### config.mk
export PLATFORM = sky130hd
export DESIGN_NAME = mapu_row_assembler
export DESIGN_NICKNAME = d
export VERILOG_FILES = /design/src/rtl/mapu_row_assembler.sv
export SDC_FILE = /design/constraint.sdc
export NUM_CORES = 1
export LEC_CHECK = 0
export ABC_CLOCK_PERIOD_IN_PS = 5100
export CAP_MARGIN = 25
export CORE_ASPECT_RATIO = 0.5
export CORE_UTILIZATION = 57
export CTS_BUF_LIST = sky130_fd_sc_hd__clkbuf_2 sky130_fd_sc_hd__clkbuf_4 sky130_fd_sc_hd__clkbuf_8
export DETAILED_ROUTE_END_ITERATION = 16
export PLACE_DENSITY = 0.84
export SYNTH_ARGS = -nofsm -noshare
export SYNTH_HDL_FRONTEND = slang
export SYNTH_SLANG_ARGS = --single-unit
### constraint.sdc
create_clock -name clk -period 5.1 [get_ports clk]
set_input_delay 0.51 -clock clk [delete_from_list [all_inputs] [get_ports clk]]
set_output_delay 0.51 -clock clk [all_outputs]
set_load 0.01 [all_outputs]
### src/rtl/mapu_row_assembler.sv
// rtl/mapu_row_assembler.sv - packs an element stream into 3-element rows and buffers them for the MAPU
// Row FIFO kept as its own module; the head entry is read straight from registered storage.

module mapu_row_fifo #(
   parameter int WIDTH = 96,
   parameter int DEPTH = 2
) (
   input  logic             clk,
   input  logic             reset_n,
   input  logic             push,
   input  logic [WIDTH-1:0] push_data,
   input  logic             pop,
   output logic [WIDTH-1:0] head,
   output logic             empty,
   output logic             full
);
   localparam int PW = (DEPTH > 1) ? $clog2(DEPTH) : 1;
   localparam int CW = $clog2(DEPTH + 1);

   logic [WIDTH-1:0] mem [DEPTH];
   logic [PW-1:0]    wr_ptr;
   logic [PW-1:0]    rd_ptr;
   logic [CW-1:0]    count;

   function automatic logic [PW-1:0] ptr_next(input logic [PW-1:0] p);
      return (p == PW'(DEPTH - 1)) ? '0 : p + PW'(1);
   endfunction

   assign empty = (count == '0);
   assign full  = (count == CW'(DEPTH));
   assign head  = mem[rd_ptr];

   always_ff @(posedge clk) begin
      if (!reset_n) begin
         wr_ptr <= '0;
         rd_ptr <= '0;
         count  <= '0;
         for (int i = 0; i < DEPTH; i++) mem[i] <= '0;
      end else begin
         if (push) begin
            mem[wr_ptr] <= push_data;
            wr_ptr      <= ptr_next(wr_ptr);
         end
         if (pop) rd_ptr <= ptr_next(rd_ptr);
         if (push && !pop)      count <= count + CW'(1);
         else if (pop && !push) count <= count - CW'(1);
      end
   end
endmodule

module mapu_row_assembler #(
   parameter int DATA_WIDTH = 32,
   parameter int ROW_DEPTH  = 2
) (
   input  logic                  clk,
   input  logic                  reset_n,
   input  logic                  i_en,
   input  logic                  i_clr,
   input  logic                  i_vld,
   input  logic [DATA_WIDTH-1:0] i_data,
   output logic                  o_rdy,
   output logic                  o_vld,
   output logic [DATA_WIDTH-1:0] o_r0,
   output logic [DATA_WIDTH-1:0] o_r1,
   output logic [DATA_WIDTH-1:0] o_r2,
   input  logic                  i_rdy,
   output logic [1:0]            o_row_idx,
   output logic [15:0]           o_mat_cnt
);
   logic [1:0]              ecnt;
   logic [DATA_WIDTH-1:0]   slot0;
   logic [DATA_WIDTH-1:0]   slot1;
   logic [1:0]              rcnt;
   logic [15:0]             mat_cnt;
   logic                    fifo_empty;
   logic                    fifo_full;
   logic [3*DATA_WIDTH-1:0] fifo_head;
   logic                    accept;
   logic                    push;
   logic                    pop;

   // Only a row-completing element needs FIFO space, so a full FIFO stalls just that one.
   assign o_rdy  = reset_n && i_en && !i_clr && !(ecnt == 2'd2 && fifo_full);
   assign accept = i_vld && o_rdy;
   assign push   = accept && (ecnt == 2'd2);
   assign o_vld  = !fifo_empty;
   assign pop    = o_vld && i_rdy;

   mapu_row_fifo #(
      .WIDTH(3 * DATA_WIDTH),
      .DEPTH(ROW_DEPTH)
   ) u_fifo (
      .clk      (clk),
      .reset_n  (reset_n),
      .push     (push),
      .push_data({i_data, slot1, slot0}),
      .pop      (pop),
      .head     (fifo_head),
      .empty    (fifo_empty),
      .full     (fifo_full)
   );

   assign o_r0      = fifo_head[DATA_WIDTH-1:0];
   assign o_r1      = fifo_head[2*DATA_WIDTH-1:DATA_WIDTH];
   assign o_r2      = fifo_head[3*DATA_WIDTH-1:2*DATA_WIDTH];
   assign o_row_idx = rcnt;
   assign o_mat_cnt = mat_cnt;

   always_ff @(posedge clk) begin
      if (!reset_n) begin
         ecnt    <= 2'd0;
         slot0   <= '0;
         slot1   <= '0;
         rcnt    <= 2'd0;
         mat_cnt <= 16'd0;
      end else begin
         if (i_clr) begin
            ecnt <= 2'd0;
         end else if (accept) begin
            case (ecnt)
               2'd0:    slot0 <= i_data;
               2'd1:    slot1 <= i_data;
               default: ;
            endcase
            ecnt <= (ecnt == 2'd2) ? 2'd0 : ecnt + 2'd1;
         end
         if (pop) begin
            rcnt <= (rcnt == 2'd2) ? 2'd0 : rcnt + 2'd1;
            if (rcnt == 2'd2) mat_cnt <= mat_cnt + 16'd1;
         end
      end
   end
endmodule

### Word level (Yosys, flattened, before mapping)

Memory sizes are Yosys's and may differ from the RTL's. A register that Yosys moved wholly into a read port is not among the register bits.
Cells that the tools add are included.

* flip-flop bits (word level): 88
* latch bits: 0
* bits in writable memories: 192
* bits in read-only memories: 0
* input port bits: 38
* output and inout bits: 116
* logic and storage cells: 59
* memories: 1

Memory list
* u_fifo.mem: words 2, bits a word 96, read ports 1, clocked after Yosys merged registers in 1, write ports 2, line 20 `logic [WIDTH-1:0] mem [DEPTH];`

* add/sub/neg operators: 7
* $mul: 0
* div/mod/pow operators: 0
* magnitude comparators: 0
* equal/unequal tests: 4
* shift operators: 0
* mux-type cells: 15
* bitwise operators: 2
* reduce and logical (&&, ||, !) cells: 22

Operators with widths (count)
* 2-to-1 mux 96 bit: 1
* OR reduction 96 bit: 1
* adder 16 x 1 -> 16 bit, second input constant: 1
* 2-to-1 mux 1 bit: 10
* logical AND 1 bit: 9
* 2-to-1 mux 2 bit: 4
* adder 2 x 1 -> 2 bit, second input constant: 3
* equality test 2 bit, second input constant: 3
* AND reduction 3 bit: 2
* zero test 1 bit: 5
* zero test 2 bit: 2
* adder 1 bit, second input constant: 2
* equality test 2 x 1 -> 1 bit, second input constant: 1
* inverter 1 bit: 2
* AND reduction 2 bit: 1
* nonzero test 2 bit: 1
* OR reduction 2 bit: 1
* subtractor 2 x 1 -> 2 bit, second input constant: 1

### Depth between registers and ports, before layout

Gate-level depths: netlist of run 1.

* depth in word-level cells: 11
* depth in mapped cells: 9

### Hierarchy

A second synthesis of run 1 with hierarchy kept.

* cells, all modules: 1027
* area total of the unflattened synthesis: 11731.3 um^2

By module, submodules not included
* mapu_row_fifo: times used 1, cells each 643, area each 8598.2 um^2, seq. area each 5865.6 um^2
* mapu_row_assembler: times used 1, cells each 384, area each 3133.0 um^2, seq. area each 1681.6 um^2

### Worst setup path before layout of run 1

No wires, ideal clock.

* kind: input to register
* start point: input i_clr
* end point: memory u_fifo.mem[0][0], enable pin
* library setup time: 0.471 ns
* arrival time: 3.893 ns
* required time: 4.629 ns
* path slack: 0.736 ns
* stages on the path: 6
* buffers on the path: 2
* cell sequence: nand4b_4 > nor4b_4 > nor2b_1 > buf_4 > buf_6 > nand2b_1

RTL lines
* start: declaration: line 58 `input logic i_clr,`
* end: declaration: line 20

==> impl_summary.log, run 1 <==
INFO  metric maxSlewViolCount = 0
INFO  metric synth_cells = 937
INFO  metric post-place-ws = 1770 ps
INFO  metric slowest_cell_on_the_critical_path = buf_4
INFO  metric slew_at_the_pin_closest_to_its_max_slew_limit = about 1000 ps
INFO  metric setup_viol = 0
INFO  metric finish.net_count = about 1100
INFO  metric yosysSeqAreaShare = 65.0%
INFO  metric run_status = finished clean
INFO  metric r2r_start = u_fifo.count[0]
INFO  metric initial_core_util = a little under 60%
INFO  metric ys_ff_latch = 281
INFO  metric critical_path.startpoint_type = flop
INFO  metric fill_cells = approximately 1300
INFO  metric hold_path_class = reg -> reg
INFO  metric most_used_dff_post_synth = edfxtp_1
INFO  metric start_point_of_the_worst_min_delay_path = slot0[0]
INFO  metric worst_reg_to_reg_path_cell_count = 5
INFO  metric post-cts-setup-buffers = 0
INFO  metric powerDensity = between 300 and 400 nW/um2
INFO  metric final.setup.worst_slack = 2190 ps
INFO  metric clock_tree.htree_level_count = 2
INFO  metric finalClockSkew = 22.5 ps
INFO  metric tritoncts = yes
INFO  metric numClockSinks = 281
INFO  metric multiInputGateArea = 3770 um2
INFO  metric synth_enable_flop_cells = between 150 and 200
INFO  metric die_width = just over 200 um
INFO  metric timing.reg2reg.setup_slack = about 2500 ps
INFO  metric synthesis.nets = between 900 and 1000
INFO  metric layout_common_cells = 192 x edfxtp_1, 152 x clkdlybuf4s50_1, 136 x nand2_1
INFO  metric synth_async_sr_flop_share = 0%
INFO  metric crit_path_max_incr_delay = around 540 ps
INFO  metric routability_congestion_estimate = 0.749
INFO  metric netlist-cell-type-count = 43
INFO  metric vias = around 7700
INFO  metric clock-root-buffer = clkbuf_8
INFO  metric layout-drive-gt1-share = 17.8%
INFO  metric max_clock_buf_depth = 3
INFO  metric setup_tns = 0 ps
INFO  metric worst_ep_arrival_time = 2400 ps
INFO  metric grt_first_pass_wirelength = 40400 um
INFO  metric timing.hold.ws = between 400 and 500 ps
INFO  metric tritoncts.num_buffers = 39
INFO  metric sequential_cell_area = about 7600 um2
INFO  metric first_global_vias = between 7000 and 8000
INFO  metric timing.critical_path.fanout_max = 50
INFO  metric timing.critical_path.cells = buf_4, mux2_2, clkdlybuf4s50_1
INFO  metric grt_antenna_before_repair = 0
INFO  metric detail_route.vias_per_cell = approximately 5.6
INFO  metric total_leakage_power = 5.51 nW
INFO  metric yosysWarningCount = 0
INFO  metric worstHoldPathCells = 2
INFO  metric setup.worst_path.class = reg -> out
INFO  metric antenna_cells_inserted = 0
INFO  metric clkTransAtPathRegs = approximately 70 ps
INFO  metric placement_rows = 36
INFO  metric max-slew-margin-rel = ~33%
INFO  metric power.ir.vdd_worst = 0.180 mV
INFO  metric fmaxAchievable = around 0.34 GHz
INFO  metric critPathRequiredTime = about 4600 ps
INFO  metric syn-mean-instance-area = 12.4 um2
INFO  metric layout-area-overhead-vs-synth = 21.9%
INFO  metric portBuffers = roughly 150
INFO  metric hold_path_end = slot0[0]
INFO  metric post_route_clock_period_utilization = a little under three fifths
INFO  metric drv_cap = 0
INFO  metric ant_nets = 0
INFO  metric initialDrtViolationCount = 410
INFO  metric gr-total-overflow = 0
INFO  metric grt_max_degree = a little under 100
INFO  metric most_common_library_cell_in_the_layout_ignoring_fill_and_taps = edfxtp_1
INFO  metric final_critical_period = between 2000 and 3000 ps
INFO  metric post_cts_resized = 0
INFO  metric mappedNetlistArea = around 12000 um2
INFO  metric final_hold_vio_count = 0
INFO  metric drt-pass1-iter-count = 4
INFO  metric final_util = 71.9%
INFO  metric chip_height = a little over 100 um
INFO  metric crit_family = buffers and inverters
INFO  metric worstReg2RegEnd = u_fifo.mem[0][58]
INFO  metric post-route-drc-count = 0
INFO  metric cp-end-kind = output pin
INFO  metric detailedPlacementHpwl = around 15000 um
INFO  metric cts_hold_repair.buffers = 0
INFO  metric wire_length_after_detailed_routing = roughly 26000 um
INFO  metric design.portCount = between 150 and 200
INFO  metric wl_per_cell = 18.9 um
INFO  metric global_routing_usage_summed_across_all_routing_layers = about a quarter
INFO  metric power = approximately 4.5 mW
INFO  metric floorplan.core_area = 19700 um2
INFO  metric rsz_0062_raised_after_global_routing = no
INFO  metric floorplan.die_area = 21000 um2
INFO  metric path_buf_inv = 2
INFO  metric worst_skew_pair.late_latency = 530 ps
synth_stat cells (all sizes together), types with 2 or more instances:
master	count	share of area, %
or4	3	0.23
nand2	137	4.4
o31ai	2	0.13
xnor2	5	0.38
and2	96	5.2
nor2b	3	0.16
mux2	96	9.3
inv	7	0.23
nand3	24	1.0
ha	2	0.22
xor2	6	0.45
nor2	13	0.42
buf	8	0.51
edfxtp	192	50
nor4	2	0.11
and3	97	5.2
or2	3	0.16
a21oi	24	1.0
nand4	3	0.16
o21ai	40	1.7
nor3	5	0.22
clkbuf	59	2.0
dfxtp	89	15
nand2b	2	0.11
or3	7	0.38
layout make-up:
class                   count  share of cell area (%)
flip-flops and latches    281                    53.4
multi-input cells         581                    26.6
repair buffers            168                    11.8
clock buffers              65                    5.31
well taps                 266                    2.35
clock inverters             7                   0.292
inverters                   8                   0.212
metal layers:
metal,track usage (%),vias to the layer above,wire (um)
li1,-,3596,-
met2,44.8,238,13200
met4,7.92,0,592
met3,4.46,49,1310
met1,30.9,3816,10900
met5,0,-,0
power breakdown:
part | leakage [nW] | internal [mW] | switching [mW] | total [mW]
clock network | 0.422 | 0.933 | 0.841 | 1.77
registers | 2.70 | 2.49 | 0.0194 | 2.50
logic | 2.39 | 0.102 | 0.115 | 0.217
registers in the layout, summed over array words and instances (netlist names), named ones only:
register,cells
ecnt,2
o_row_idx,2
u_fifo.count,2
o_mat_cnt,16
u_fifo.wr_ptr,1
slot1,32
slot0,32
u_fifo.rd_ptr,1
u_fifo.mem,192
worst min-delay path: stages, from the launching register on:
cell and delay (ps):
dfxtp_1 310, nand3_1 60, nand2_1 40
worst max path at each step:
stage | from | to | cells past startpoint
2_1_floorplan | i_clr | u_fifo.mem[0][0] | 6
3_3_place_gp | i_en | u_fifo.mem[0][91] | 6
5_1_grt | flop | o_r0[19] | 3
4_1_cts | flop | o_r2[7] | 3
3_5_place_dp | i_en | u_fifo.mem[0][61] | 6
6_report | flop | o_r2[7] | 3
stage by stage:
| step | cells | area, um2 |
|---|---|---|
| 6_report | 1376 | 14100 |
| 3_5_place_dp | 1304 | 13400 |
| 4_1_cts | 1376 | 14100 |
| 3_3_place_gp | 1303 | 13300 |
| 5_1_grt | 1376 | 14100 |
| 2_1_floorplan | 937 | 11600 |
cells by family (layout without fill, tap and decap cells):
| family | Yosys count | count (layout) | share of synthesized area, % |
|---|---|---|---|
| simple gates | 401 | 401 | 18.5 |
| flops | 281 | 281 | 65.0 |
| mux | 97 | 97 | 9.40 |
| buf+inv | 75 | 248 | 2.75 |
| compound gates | 70 | 70 | 3.24 |
| xor+xnor | 11 | 11 | 0.830 |
| fa+ha+maj | 2 | 2 | 0.216 |
(Power assumes the default switching activity.)
==> inputs of run 2 (changes only) <==
==> config.mk (replaced) <==
export PLATFORM = sky130hd
export DESIGN_NAME = mapu_row_assembler
export DESIGN_NICKNAME = d
export VERILOG_FILES = /design/src/rtl/mapu_row_assembler.sv
export SDC_FILE = /design/constraint.sdc
export NUM_CORES = 1
export LEC_CHECK = 0
export ABC_CLOCK_PERIOD_IN_PS = 2600
export CAP_MARGIN = 25
export CORE_ASPECT_RATIO = 0.5
export CORE_UTILIZATION = 52
export CTS_BUF_LIST = sky130_fd_sc_hd__clkbuf_2 sky130_fd_sc_hd__clkbuf_4 sky130_fd_sc_hd__clkbuf_8
export DETAILED_ROUTE_END_ITERATION = 16
export PLACE_DENSITY = 0.81
export SYNTH_ARGS = -nofsm -noshare
export SYNTH_HDL_FRONTEND = slang
export SYNTH_SLANG_ARGS = --single-unit
==> constraint.sdc (replaced) <==
create_clock -name clk -period 2.6 [get_ports clk]
set_input_delay 0.26 -clock clk [delete_from_list [all_inputs] [get_ports clk]]
set_output_delay 0.26 -clock clk [all_outputs]
set_load 0.01 [all_outputs]
==> run 2 against run 1 <==
Clock power rose by 98%. Worst hold slack got worse by 220 ps. First-iteration DRC count grew 8.8%. Critical path depth up 1. Register-to-register slack lost 2000 ps. Design area grew 1.7%. Via count is 0.21% higher. Utilization down 5.8 points. Largest power group unchanged. Highest routed layer unchanged.
==> impl_summary.log, run 2 (synthesis gave the netlist of run 1 again) <==
INFO  metric run_status = finished clean (unchanged)
INFO  metric slew_at_the_pin_closest_to_its_max_slew_limit = 882 ps (was 1000 ps)
INFO  metric initial_core_util = 53.3% (was 58.9%)
INFO  metric layout-drive-gt1-share = 18.5% (was 17.8%)
INFO  metric routability_congestion_estimate = 0.755 (was 0.749)
INFO  metric switchingPower = 1.86 mW (was 0.975 mW)
INFO  metric floorplan.die_area = 23000 um2 (was 21000 um2)
INFO  metric critical_path.startpoint_type = flop (unchanged)
INFO  metric final_hold_vio_count = 0 (unchanged)
INFO  metric layout_top_registers = u_fifo.mem x192, slot0 x32, slot1 x32 (unchanged)
INFO  metric setup_viol = 0 (unchanged)
INFO  metric initialDrtViolationCount = 446 (was 410)
INFO  metric grt_max_degree = 98 (unchanged)
INFO  metric final_critical_period = around 2500 ps
INFO  metric wire_length_after_detailed_routing = 26200 um (was 26000 um)
INFO  metric most_common_library_cell_in_the_layout_ignoring_fill_and_taps = edfxtp_1 (unchanged)
INFO  metric maxSlewViolCount = 0 (unchanged)
INFO  metric gr-total-overflow = 0 (unchanged)
INFO  metric post_route_clock_period_utilization = 94.7%
INFO  metric layout_common_cells = 192 x edfxtp_1, 152 x clkdlybuf4s50_1, 136 x nand2_1 (unchanged)
INFO  metric cell_internal_pwr = 6.99 mW (was 3.52 mW)
INFO  metric combinational_cell_fraction_of_total_power = 5.0% (was 4.8%)
INFO  metric die_width = 213 um (was 204 um)
INFO  metric detailedPlacementHpwl = 16000 um (was 14900 um)
INFO  metric cp-end-kind = output pin (unchanged)
INFO  metric chip_height = 108 um (was 103 um)
INFO  metric post_cts_resized = 0 (unchanged)
INFO  metric critPathRequiredTime = 2340 ps (was 4590 ps)
INFO  metric pwr-share-seq = 55.4% (was 55.7%)
INFO  metric final_util = 66.1% (was 71.9%)
INFO  metric wl_per_cell = 18.5 um (was 18.9 um)
INFO  metric slowest_cell_on_the_critical_path = clkdlybuf4s50_1 (was buf_4)
INFO  metric fmaxAchievable = slightly above 0.4 GHz
INFO  metric drt-pass1-iter-count = 5 (was 4)
INFO  metric clock_tree.htree_level_count = 2 (unchanged)
INFO  metric worst_path_most_repeated_cell = nor2b_1
INFO  metric post-place-ws = 72.6 ps (was 1770 ps)
INFO  metric swShare = 21.1% (was 21.7%)
INFO  metric timing.hold.ws = 237 ps (was 459 ps)
INFO  metric timing.reg2reg.setup_slack = 500 ps (was 2450 ps)
INFO  metric drv_cap = 0 (unchanged)
INFO  metric worst_ep_arrival_time = 2200 ps (was 2400 ps)
INFO  metric grt_first_pass_wirelength = 40400 um (about the same)
INFO  metric placement_rows = 38 (was 36)
INFO  metric max_clock_buf_depth = 3 (unchanged)
INFO  metric largest_reg_flops = 192 (unchanged)
INFO  metric max-slew-margin-rel = 41.2% (was 33.3%)
INFO  metric dpl.cell_count = 1347 (was 1304)
INFO  metric clkTransAtPathRegs = 70 ps (about the same)
INFO  metric portBuffers = 153 (unchanged)
INFO  metric sequential_cell_area = 7550 um2 (unchanged)
INFO  metric setup_tns = 0 ps (unchanged)
INFO  metric hold_path_class = in -> reg (was reg -> reg)
INFO  metric tritoncts = yes (unchanged)
INFO  metric crit_path_max_incr_delay = 590 ps (was 540 ps)
INFO  metric powerDensity = 616 nW/um2 (was 318 nW/um2)
INFO  metric floorplan.core_area = 21800 um2 (was 19700 um2)
INFO  metric setup.worst_path.class = reg -> out (unchanged)
INFO  metric antenna_cells_inserted = 0 (unchanged)
INFO  metric global_routing_usage_summed_across_all_routing_layers = 23.1% (was 24.8%)
INFO  metric finalClockSkew = 15.3 ps (was 22.5 ps)
INFO  metric grt_antenna_before_repair = 0 (unchanged)
INFO  metric cts_hold_repair.buffers = 0 (unchanged)
INFO  metric timing.critical_path.cells = nor2b_1, nor2b_1, a211oi_1, clkdlybuf4s50_1 (was buf_4, mux2_2, clkdlybuf4s50_1)
INFO  metric detail_route.vias_per_cell = 5.44 (was 5.60)
INFO  metric rsz_0062_raised_after_global_routing = no (unchanged)
INFO  metric worst_skew_pair.late_latency = 530 ps (about the same)
INFO  metric vias = 7715 (was 7699)
INFO  metric placedInstanceArea = 13600 um2 (was 13400 um2)
INFO  metric power = 8.86 mW (was 4.50 mW)
INFO  metric design.portCount = 154 (unchanged)
INFO  metric numClockSinks = 281 (unchanged)
INFO  metric share_clk_of_total_power = 39.6% (was 39.5%)
INFO  metric post-route-cell-area = 14400 um2 (was 14100 um2)
INFO  metric timing.critical_path.fanout_max = 7 (was 50)
INFO  metric first_global_vias = 7813 (was 7745)
INFO  metric post_layout_nonfiller_instances = 1419 (was 1376)
INFO  metric fill_cells = 1607 (was 1312)
INFO  metric layout-area-overhead-vs-synth = 24.0% (was 21.9%)
INFO  metric ant_nets = 0 (unchanged)
INFO  metric total_leakage_power = 5.61 nW (was 5.51 nW)
INFO  metric finish.net_count = 1129 (was 1119)
INFO  metric clock-root-buffer = clkbuf_8 (unchanged)
INFO  metric final.setup.worst_slack = 137 ps (was 2190 ps)
INFO  metric largest-register = u_fifo.mem (unchanged)
INFO  metric post-route-drc-count = 0 (unchanged)
INFO  metric multiInputGateArea = 3770 um2 (unchanged)
INFO  metric power.ir.vdd_worst = 0.386 mV (was 0.180 mV)
INFO  metric tritoncts.num_buffers = 39 (unchanged)
run 2: cell count changes in the layout (fill, tap and decap cells not counted), sizes merged:
| cell | change |
|---|---|
| clkinv | -2 |
| buf | +10 |
| clkbuf | +4 |
| clkinvlp | -3 |
run 2: cell type report:
cell class	instances	share of cell area, %
flip-flops and latches	281	52.5
multi-input cells	581	26.2
repair buffers	178	12.9
clock buffers	69	5.51
well taps	300	2.61
inverters	8	0.209
clock inverters	2	0.0609
run 2: repair_timing:
item	in CTS	in global routing
hold endpoints to repair	0	0
endpoints found under the setup margin	0	8
buffers inserted	0	1
run 2: per-layer routing:
layer / track usage (%) / share of wire, % / vias to the layer above
li1: - / - / 3619
met1: 28.5 / 41 / 3845
met2: 41.2 / 52 / 211
met3: 4.46 / 4.7 / 40
met4: 6.63 / 1.9 / 0
met5: 0 / 0 / -
run 2: power groups by stage:
stage	Sequential, mW	Combinational (mW)	Clock (mW)
after detailed placement	5.01	0.445	0
final	4.91	0.443	3.50
after global routing	4.92	0.469	3.75
after global placement	5.00	0.441	0
after CTS	4.91	0.447	3.56
after floorplan	5.00	0.172	0
run 2: critical path, delay by kind of cell, from the launching register on:
family                 cells  cell delay [ps]
buffers and inverters      1              590
flip-flops                 1              510
AND/OR/NAND/NOR            2              300
AO/OA/AOI/OAI              1              290
run 2: worst paths after layout:
path | start | end | cells after the start
setup / recovery | u_fifo.count[0] | o_rdy | 4
hold / removal | reset_n | ecnt[0] | 4
setup reg to reg | u_fifo.count[0] | u_fifo.mem[0][77] | 5
hold reg to reg | slot0[29] | slot0[29] | 2
==> inputs of run 3 (changes only) <==
--- a/config.mk
+++ b/config.mk
@@ -8,10 +8,13 @@
 export ABC_CLOCK_PERIOD_IN_PS = 2600
 export CAP_MARGIN = 25
 export CORE_ASPECT_RATIO = 0.5
+export CORE_MARGIN = 4
 export CORE_UTILIZATION = 52
 export CTS_BUF_LIST = sky130_fd_sc_hd__clkbuf_2 sky130_fd_sc_hd__clkbuf_4 sky130_fd_sc_hd__clkbuf_8
 export DETAILED_ROUTE_END_ITERATION = 16
 export PLACE_DENSITY = 0.81
+export SKIP_LAST_GASP = 1
+export SLEW_MARGIN = 10
 export SYNTH_ARGS = -nofsm -noshare
 export SYNTH_HDL_FRONTEND = slang
 export SYNTH_SLANG_ARGS = --single-unit
==> run 3 against run 2 <==
Flip-flop and latch count is the same. Wire length grew 1.9%. Design area grew 0.18%. Register-to-register slack lost 20 ps. Cell count is the same. Clock skew grew 11 ps. Worst hold slack lost 110 ps. Sequential power is essentially flat. Critical path depth shrank 1. Die area grew 8.5%. Clock-buffer cell count is the same.
==> impl_summary.log, run 3 (synthesis gave the netlist of run 1 again) <==
INFO  metric detail_route.vias_per_cell = 5.42 (was 5.44)
INFO  metric ant_nets = 0 (unchanged)
INFO  metric drv_cap = 0 (unchanged)
INFO  metric grt_first_pass_wirelength = 42800 um (was 40400 um)
INFO  metric slowest_cell_on_the_critical_path = dfxtp_4 (was clkdlybuf4s50_1)
INFO  metric maxSlewViolCount = 0 (unchanged)
INFO  metric antenna_cells_inserted = 0 (unchanged)
INFO  metric initialDrtViolationCount = 543 (was 446)
INFO  metric total_leakage_power = 5.62 nW (was 5.61 nW)
INFO  metric wire_length_after_detailed_routing = 26700 um (was 26200 um)
INFO  metric vias = 7689 (was 7715)
INFO  metric initial_core_util = 53.3% (unchanged)
INFO  metric dr_wl_met2 = 13700 um (was 13600 um)
INFO  metric post-route-drc-count = 0 (unchanged)
INFO  metric rsz_0062_raised_after_global_routing = no (unchanged)
INFO  metric slew_at_the_pin_closest_to_its_max_slew_limit = 748 ps (was 882 ps)
INFO  metric max_clock_buf_depth = 3 (unchanged)
INFO  metric drt-pass1-iter-count = 5 (unchanged)
INFO  metric post_route_clock_period_utilization = 95.1% (was 94.7%)
INFO  metric power.ir.vdd_worst = 0.343 mV (was 0.386 mV)
INFO  metric layout-area-overhead-vs-synth = 24.2% (was 24.0%)
INFO  metric tritoncts = yes (unchanged)
INFO  metric run_status = finished clean (unchanged)
INFO  metric layout_common_cells = 192 x edfxtp_1, 152 x clkdlybuf4s50_1, 136 x nand2_1 (unchanged)
INFO  metric worst_ep_arrival_time = 2210 ps (was 2200 ps)
INFO  metric critPathRequiredTime = 2340 ps (about the same)
INFO  metric setup.worst_path.class = reg -> out (unchanged)
INFO  metric timing.reg2reg.setup_slack = 480 ps (was 500 ps)
INFO  metric fmaxAchievable = 0.404 GHz (was 0.406 GHz)
INFO  metric route.met3.wl = 1360 um (was 1220 um)
INFO  metric global_routing_usage_summed_across_all_routing_layers = 21.5% (was 23.1%)
INFO  metric first_global_vias = 8219 (was 7813)
INFO  metric layout_top_registers = u_fifo.mem x192, slot0 x32, slot1 x32 (unchanged)
INFO  metric setup_viol = 0 (unchanged)
INFO  metric numClockSinks = 281 (unchanged)
INFO  metric multiInputGateArea = 3770 um2 (unchanged)
INFO  metric die_width = 219 um (was 213 um)
INFO  metric gr-total-overflow = 0 (unchanged)
INFO  metric placement_rows = 38 (unchanged)
INFO  metric final.setup.worst_slack = 127 ps (was 137 ps)
INFO  metric grt_antenna_before_repair = 0 (unchanged)
INFO  metric cp-end-kind = output pin (unchanged)
INFO  metric portBuffers = 153 (unchanged)
INFO  metric floorplan.core_area = 21800 um2 (unchanged)
INFO  metric wl_per_cell = 18.8 um (was 18.5 um)
INFO  metric wl_met1 = 11100 um (was 10900 um)
INFO  metric setup_tns = 0 ps (unchanged)
INFO  metric largest-register = u_fifo.mem (unchanged)
INFO  metric clkTransAtPathRegs = 60 ps (was 70 ps)
INFO  metric powerDensity = 625 nW/um2 (was 616 nW/um2)
INFO  metric post-place-ws = 81.5 ps (was 72.6 ps)
INFO  metric worst_skew_pair.late_latency = 530 ps (about the same)
INFO  metric r2r_start = u_fifo.count[0] (unchanged)
INFO  metric final_critical_period = 2470 ps (was 2460 ps)
INFO  metric grt_max_degree = 68 (was 98)
INFO  metric final_util = 66.2% (was 66.1%)
INFO  metric final_hold_vio_count = 0 (unchanged)
INFO  metric crit_path_max_incr_delay = 500 ps (was 590 ps)
INFO  metric floorplan.die_area = 24900 um2 (was 23000 um2)
INFO  metric timing.critical_path.fanout_max = 38 (was 7)
INFO  metric hold_path_class = in -> reg (unchanged)
INFO  metric detailedPlacementHpwl = 16300 um (was 16000 um)
INFO  metric routability_congestion_estimate = 0.754 (was 0.755)
INFO  metric max-slew-margin-rel = 50.1% (was 41.2%)
INFO  metric sequential_cell_area = 7550 um2 (unchanged)
INFO  metric timing.critical_path.cells = buf_12, mux2_2, clkdlybuf4s50_1 (was nor2b_1, nor2b_1, a211oi_1, clkdlybuf4s50_1)
INFO  metric critical_path.startpoint_type = flop (unchanged)
INFO  metric tritoncts.num_buffers = 40 (was 39)
INFO  metric maxUsedRoutingLayer = met4 (unchanged)
INFO  metric start_point_of_the_worst_min_delay_path = reset_n (unchanged)
INFO  metric fill_cells = 1608 (was 1607)
INFO  metric finalClockSkew = 26.8 ps (was 15.3 ps)
INFO  metric chip_height = 114 um (was 108 um)
INFO  metric clock_tree.htree_level_count = 2 (unchanged)
INFO  metric most_common_library_cell_in_the_layout_ignoring_fill_and_taps = edfxtp_1 (unchanged)
INFO  metric clock-root-buffer = clkbuf_8 (unchanged)
INFO  metric finish.net_count = 1127 (was 1129)
INFO  metric largest_reg_flops = 192 (unchanged)
INFO  metric design.portCount = 154 (unchanged)
INFO  metric layout-drive-gt1-share = 18.6% (was 18.5%)
==> run 3: cell types whose count changed in the layout (fill, tap and decap cells not counted), sizes merged <==
cell	before	now
inv	7	8
clkinv	3	5
buf	26	23
==> run 3: final cells by class <==
| type | count | area share, % |
|---|---|---|
| repair buffers | 175 | 12.7 |
| clock inverters | 5 | 0.226 |
| multi-input cells | 581 | 26.2 |
| well taps | 300 | 2.60 |
| clock buffers | 69 | 5.68 |
| flip-flops and latches | 281 | 52.4 |
| inverters | 8 | 0.208 |
==> run 3: worst paths after layout <==
path | endpoint | depth (start not counted)
setup / recovery | o_r1[14] | 3
hold reg to reg | slot0[27] | 2
setup reg to reg | u_fifo.mem[0][15] | 5
hold / removal | ecnt[0] | 3
==> run 3: report_power, final <==
group | internal (mW) | leakage (nW) | switching [mW]
combinational | 0.214 | 2.46 | 0.229
sequential | 4.87 | 2.70 | 0.0375
clock | 1.99 | 0.462 | 1.66
total | 7.07 | 5.62 | 1.93
==> run 3: repair_timing <==
action                                  in CTS  in global routing
endpoints found under the hold margin        0                  0
endpoints found under the setup margin       0                  2
resized for setup                            0                  0
buffers inserted                             0                  1
hold buffers                                 0                  0
==> run 3: metal layers <==
metal | global-route usage (%) | up-vias
li1 | - | 3610
met5 | 0 | -
met2 | 38.0 | 221
met3 | 3.86 | 47
met4 | 6.94 | 0
met1 | 27.2 | 3811
==> run 3: stage by stage <==
| stage | cells | hold slack (ps) | total power, mW | area, um2 |
|---|---|---|---|---|
| final | 1419 | 129 | 9.00 | 14400 |
| after global routing | 1419 | 140 | 9.32 | 14400 |
| after CTS | 1418 | 107 | 9.04 | 14400 |
| after floorplan | 937 | 359 | 5.17 | 11600 |
| after detailed placement | 1344 | 452 | 5.45 | 13500 |
| after global placement | 1344 | 445 | 5.44 | 13500 |
==> run 3: worst max-delay path: cells and delay by family, from the launching register on <==
family / cells / cell delay (ps)
mux: 1 / 380
buf+inv: 2 / 770
flops: 1 / 500
